[config.mk]
export PLATFORM = sky130hd
export DESIGN_NAME = parking_ctrl_flat
export DESIGN_NICKNAME = d
export VERILOG_FILES = /design/src/rtl/parking_ctrl_if.sv /design/src/rtl/parking_ctrl.sv /design/src/flat_wrapper.sv
export SDC_FILE = /design/constraint.sdc
export NUM_CORES = 1
export LEC_CHECK = 0
export ABC_AREA = 1
export CAP_MARGIN = 25
export CORE_MARGIN = 1.5
export CORE_UTILIZATION = 54
export CTS_BUF_LIST = sky130_fd_sc_hd__clkbuf_8 sky130_fd_sc_hd__clkbuf_16
export CTS_CLUSTER_DIAMETER = 50
export DETAILED_ROUTE_END_ITERATION = 10
export PLACE_DENSITY = 0.88
export SLEW_MARGIN = 15
export SYNTH_ARGS = -nofsm -noshare
export SYNTH_HDL_FRONTEND = slang
export SYNTH_SLANG_ARGS = --single-unit
[constraint.sdc]
create_clock -name clk -period 3.46 [get_ports clk]
set_input_delay 0.692 -clock clk [delete_from_list [all_inputs] [get_ports clk]]
set_output_delay 0.692 -clock clk [all_outputs]
set_load 0.01 [all_outputs]
[src/rtl/parking_ctrl_if.sv]
// Request/status bundle between a parking-lot controller and its sensors/display.
// The master drives the entry/exit sensors; the slave (controller) drives lot status and pulses.
interface parking_ctrl_if #(
    parameter int unsigned N_SPOTS = 8,
    parameter int unsigned IDX_W   = $clog2(N_SPOTS)
);
    logic               enter_req;
    logic               exit_req;
    logic [IDX_W-1:0]   exit_idx;
    logic [N_SPOTS-1:0] occupancy;
    logic [IDX_W:0]     count;
    logic               full;
    logic               empty;
    logic               door_open;
    logic               busy;
    logic               assign_valid;
    logic [IDX_W-1:0]   assign_idx;
    logic               reject;
    logic               exit_err;

    modport master (
        output enter_req, exit_req, exit_idx,
        input  occupancy, count, full, empty, door_open, busy,
        input  assign_valid, assign_idx, reject, exit_err
    );

    modport slave (
        input  enter_req, exit_req, exit_idx,
        output occupancy, count, full, empty, door_open, busy,
        output assign_valid, assign_idx, reject, exit_err
    );
endinterface

[src/rtl/parking_ctrl.sv]
// Parking-lot controller: allocates the lowest free spot on entry, frees spots on exit,
// and holds the door open for DOOR_CYCLES cycles after every accepted event.
module parking_ctrl #(
    parameter int unsigned N_SPOTS     = 8,
    parameter int unsigned DOOR_CYCLES = 4,
    parameter int unsigned IDX_W       = $clog2(N_SPOTS)
) (
    input  logic           clk,
    input  logic           rst_n,
    parking_ctrl_if.slave  bus
);

    localparam int unsigned     HoldW    = $clog2(DOOR_CYCLES + 1);
    localparam logic [HoldW-1:0] HoldLoad = HoldW'(DOOR_CYCLES - 1);
    localparam logic [HoldW-1:0] HoldOne  = HoldW'(1);
    localparam logic [IDX_W:0]   CntFull  = (IDX_W + 1)'(N_SPOTS);
    localparam logic [IDX_W:0]   CntOne   = (IDX_W + 1)'(1);

    typedef enum logic {StIdle, StDoor} state_e;

    state_e             state_q, state_d;
    logic [HoldW-1:0]   hold_q, hold_d;
    logic [N_SPOTS-1:0] occ_q, occ_d;
    logic [IDX_W:0]     count_q, count_d;
    logic [IDX_W-1:0]   aidx_q, aidx_d;
    logic               av_q, av_d;
    logic               rej_q, rej_d;
    logic               err_q, err_d;

    logic [IDX_W-1:0]   free_idx;
    logic               exit_ok;
    logic               full;

    // Scan downward so the last hit is the lowest clear bit.
    always_comb begin
        free_idx = '0;
        for (int i = int'(N_SPOTS) - 1; i >= 0; i--) begin
            if (!occ_q[i]) free_idx = IDX_W'(i);
        end
    end

    assign full    = (count_q == CntFull);
    assign exit_ok = (32'(bus.exit_idx) < N_SPOTS) && occ_q[bus.exit_idx];

    always_comb begin
        state_d = state_q;
        hold_d  = hold_q;
        occ_d   = occ_q;
        count_d = count_q;
        aidx_d  = aidx_q;
        av_d    = 1'b0;
        rej_d   = 1'b0;
        err_d   = 1'b0;
        case (state_q)
            StIdle: begin
                // Exit wins over a simultaneous entry; the entry is simply dropped.
                if (bus.exit_req) begin
                    if (exit_ok) begin
                        occ_d[bus.exit_idx] = 1'b0;
                        count_d             = count_q - CntOne;
                        hold_d              = HoldLoad;
                        state_d             = StDoor;
                    end else begin
                        err_d = 1'b1;
                    end
                end else if (bus.enter_req) begin
                    if (full) begin
                        rej_d = 1'b1;
                    end else begin
                        occ_d[free_idx] = 1'b1;
                        count_d         = count_q + CntOne;
                        aidx_d          = free_idx;
                        av_d            = 1'b1;
                        hold_d          = HoldLoad;
                        state_d         = StDoor;
                    end
                end
            end
            StDoor: begin
                if (hold_q == '0) begin
                    state_d = StIdle;
                end else begin
                    hold_d = hold_q - HoldOne;
                end
            end
            default: state_d = StIdle;
        endcase
    end

    always_ff @(posedge clk or negedge rst_n) begin
        if (!rst_n) begin
            state_q <= StIdle;
            hold_q  <= '0;
            occ_q   <= '0;
            count_q <= '0;
            aidx_q  <= '0;
            av_q    <= 1'b0;
            rej_q   <= 1'b0;
            err_q   <= 1'b0;
        end else begin
            state_q <= state_d;
            hold_q  <= hold_d;
            occ_q   <= occ_d;
            count_q <= count_d;
            aidx_q  <= aidx_d;
            av_q    <= av_d;
            rej_q   <= rej_d;
            err_q   <= err_d;
        end
    end

    assign bus.occupancy    = occ_q;
    assign bus.count        = count_q;
    assign bus.full         = full;
    assign bus.empty        = (count_q == '0);
    assign bus.door_open    = (state_q == StDoor);
    assign bus.busy         = (state_q == StDoor);
    assign bus.assign_valid = av_q;
    assign bus.assign_idx   = aidx_q;
    assign bus.reject       = rej_q;
    assign bus.exit_err     = err_q;

endmodule

[src/flat_wrapper.sv]
// flat-port wrapper written by rule: the top's interface ports become plain ports
module parking_ctrl_flat 
#(
    parameter int unsigned N_SPOTS     = 8,
    parameter int unsigned DOOR_CYCLES = 4,
    parameter int unsigned IDX_W       = $clog2(N_SPOTS)
)
  (clk, rst_n, bus_enter_req, bus_exit_req, bus_exit_idx, bus_occupancy, bus_count, bus_full, bus_empty, bus_door_open, bus_busy, bus_assign_valid, bus_assign_idx, bus_reject, bus_exit_err);
  parking_ctrl_if #(.N_SPOTS(N_SPOTS), .IDX_W(IDX_W)) bus_i ();
  input  logic clk;
  input  logic rst_n;
  input wire logic [$bits(bus_i.enter_req)-1:0] bus_enter_req;
  input wire logic [$bits(bus_i.exit_req)-1:0] bus_exit_req;
  input wire logic [$bits(bus_i.exit_idx)-1:0] bus_exit_idx;
  output wire logic [$bits(bus_i.occupancy)-1:0] bus_occupancy;
  output wire logic [$bits(bus_i.count)-1:0] bus_count;
  output wire logic [$bits(bus_i.full)-1:0] bus_full;
  output wire logic [$bits(bus_i.empty)-1:0] bus_empty;
  output wire logic [$bits(bus_i.door_open)-1:0] bus_door_open;
  output wire logic [$bits(bus_i.busy)-1:0] bus_busy;
  output wire logic [$bits(bus_i.assign_valid)-1:0] bus_assign_valid;
  output wire logic [$bits(bus_i.assign_idx)-1:0] bus_assign_idx;
  output wire logic [$bits(bus_i.reject)-1:0] bus_reject;
  output wire logic [$bits(bus_i.exit_err)-1:0] bus_exit_err;
  assign bus_i.enter_req = bus_enter_req;
  assign bus_i.exit_req = bus_exit_req;
  assign bus_i.exit_idx = bus_exit_idx;
  assign bus_occupancy = bus_i.occupancy;
  assign bus_count = bus_i.count;
  assign bus_full = bus_i.full;
  assign bus_empty = bus_i.empty;
  assign bus_door_open = bus_i.door_open;
  assign bus_busy = bus_i.busy;
  assign bus_assign_valid = bus_i.assign_valid;
  assign bus_assign_idx = bus_i.assign_idx;
  assign bus_reject = bus_i.reject;
  assign bus_exit_err = bus_i.exit_err;
  parking_ctrl #(.N_SPOTS(N_SPOTS), .DOOR_CYCLES(DOOR_CYCLES), .IDX_W(IDX_W)) u_core (.clk(clk), .rst_n(rst_n), .bus(bus_i));
endmodule
==> run metrics <==
core footprint 2480 sq um; RePlAce Congestion 0.874; pin count of the biggest net entering global routing 23; I/O pin count 29; area growth from synthesis to layout 25.5%; first-pass GRT wire length 5510 um; worst-path maximum fanout 4; vias in the first global route 1288; ranking of synthesized cells by area dfrtp_1 (39%), nand2_1 (16%), inv_1 (5.6%); most common cell after layout, fill and taps aside nand2_1; DR vias 1330; fmax 411 MHz; Initial DRC Count 38; die height 54.1 um; diode count 0; status complete, no violations; worst setup margin 1.02 ns; Pre-Repair DR Iteration Count 4; Post-DRT Antenna Nets 0; post-CTS setup buffer count 0; Max-slew headroom 74.5%; slowest CP cell clkdlybuf4s50_1; Min-Delay Path Class reg -> reg; Horiz. Die Dim 54.1 um; final cell count without fillers 241; synth unique cells 31; Tmin final 2.44 ns; critical path class reg -> out; max-slew violation count 0; area leader, netlist dfrtp_1; synthesized instance count 182; CTS root buffer clkbuf_8; pwr dens 894 nW/um^2; clk_lat worst skew ~0.27 ns; NumNets Final around 220; # rows 18; CTS Hold Bufs 0; final setup TNS 0 ns; post-DP HPWL around 2600 um; Critical Path RT 2.77 ns; die area 2930 sq um; gr ovfl total 0; clock skew 0.00240 ns; critical path startpoint category flip-flop; PostCTS Resize Cnt 0; final hold vios 0; crit-path cells inv_1 -> nand2_2 -> nor3b_2 -> clkdlybuf4s50_1; peak supply drop roughly 0.68 mV; P_leak 0.884 nW; share of cells above drive strength 1 14.2%; I/O Buffers 28; DR WL/cell ~14 um; most frequent cells in the layout nand2_1 (59), clkdlybuf4s50_1 (28), dfrtp_1 (22), inv_1 (21), nand3_1 (10); CP endpoint kind primary output; drt via density between 5 and 6; critical path's largest stage delay 0.59 ns; area share of the largest cell type after synthesis 39.0%; maximum root-to-sink buffer count 2; Post-route DRC 0; dpl ws 1.02 ns; clock-pin slew on the worst setup and hold paths 0.08 ns; Syn. warnings 0; H-tree depth 1; post-synthesis sequential area ratio about two fifths; Yosys reg bits 22; Slew @ Worst Pin roughly 0.38 ns; Routed Wire Length around 3400 um; total CTS buffers 3; Crit path arrival time 1.74 ns; final setup fails 0; number of max-cap violations 0; share of the clock period used by the worst path after layout a little over two thirds; Tot GR Track Use 26.8%; mapped cell area 1410 sq um; placed cells 236; CTS tree yes; effective utilization at floorplan 57.0%; CTS Sinks 22; antenna violations before repair 0; Syn Nets 194; unrepaired setup endpoints after global routing no; Avg Cell Area, Syn 7.76 sq um
-- per-stage QoR --
step	utilization, %	area [sq um]	power (W)	hold slack, ns
6_report	71.6	1770	0.00158	0.494
5_1_grt	71.6	1770	0.00170	0.521
4_1_cts	71.0	1760	0.00158	0.498
3_5_place_dp	68.1	1690	0.00134	0.477
3_3_place_gp	68.1	1690	0.00130	0.473
2_1_floorplan	-	1410	0.000994	0.396
-- worst max-delay path, delay by kind of cell (launching register included) --
kind	cells	cell delay (ns)
buf+inv	2	0.72
flops	1	0.44
simple gates	2	0.32
-- registers in the layout, indices dropped and copies added, names as in the netlist --
signal / count
u_core.bus.assign_idx: 3
u_core.bus.assign_valid: 1
u_core.bus.busy: 1
u_core.bus.count: 4
u_core.bus.exit_err: 1
u_core.bus.occupancy: 8
u_core.bus.reject: 1
u_core.hold_q: 3
-- layer usage --
layer,vias to the layer above,GRT usage [%],share of wire [%]
met5,-,0,0
met4,0,12.5,2.1
met3,9,6.67,5.6
met2,52,45.0,48
met1,642,31.8,44
li1,627,-,-
-- power breakdown --
| part | switching, W | internal [W] | total, W |
|---|---|---|---|
| Clock | 0.0000902 | 0.000155 | 0.000245 |
| Sequential | 0.000124 | 0.000366 | 0.000491 |
| Combinational | 0.000473 | 0.000376 | 0.000849 |
-- cell usage after synthesis, drive strengths merged --
| cell type | instances |
|---|---|
| a21oi | 7 |
| a31oi | 1 |
| buf | 4 |
| clkinv | 2 |
| dfrtp | 22 |
| fa | 1 |
| ha | 4 |
| inv | 26 |
| nand2 | 65 |
| nand3 | 14 |
| nand4 | 3 |
| nor2 | 12 |
| nor3 | 1 |
| nor3b | 1 |
| nor4 | 1 |
| o211ai | 2 |
| o21a | 1 |
| o21ai | 11 |
| xor2 | 4 |
-- cells by family (layout without fill, tap and decap cells) --
family,count (synthesis),after routing,share of synthesized area [%]
buffers and inverters,32,61,10.9
AOI/OAI and AO/OA,22,22,9.92
and+or+nand+nor,97,97,32.8
xor gates and xnor gates,4,4,2.48
adders and majority gates,5,5,4.96
DFF,22,22,39.0
-- worst paths after layout --
check | from | to | slack (ns) | depth (start not counted)
worst min register to register | u_core.bus.assign_idx[2] | u_core.bus.assign_idx[2] | 0.49 | 2
max in group asynchronous | rst_n | u_core.bus.count[3] | 2.33 | 2
worst max register to register | u_core.bus.count[1] | u_core.hold_q[0] | 1.86 | 10
min in group asynchronous | rst_n | u_core.hold_q[0] | 0.70 | 1
worst max-delay path | u_core.bus.count[1] | bus_full | 1.02 | 4
worst min-delay path | u_core.bus.assign_idx[2] | u_core.bus.assign_idx[2] | 0.49 | 2
-- final cells by class --
class / count / area [sq um]
Clock buffer: 3 / 41.3
Clock inverter: 1 / 30.0
Fill cell: 208 / 704
Inverter: 28 / 110
Multi-Input combinational cell: 128 / 708
Sequential cell: 22 / 551
Tap cell: 30 / 37.5
Timing Repair Buffer: 29 / 295
Note: power is estimated with default switching activity, not from simulation.
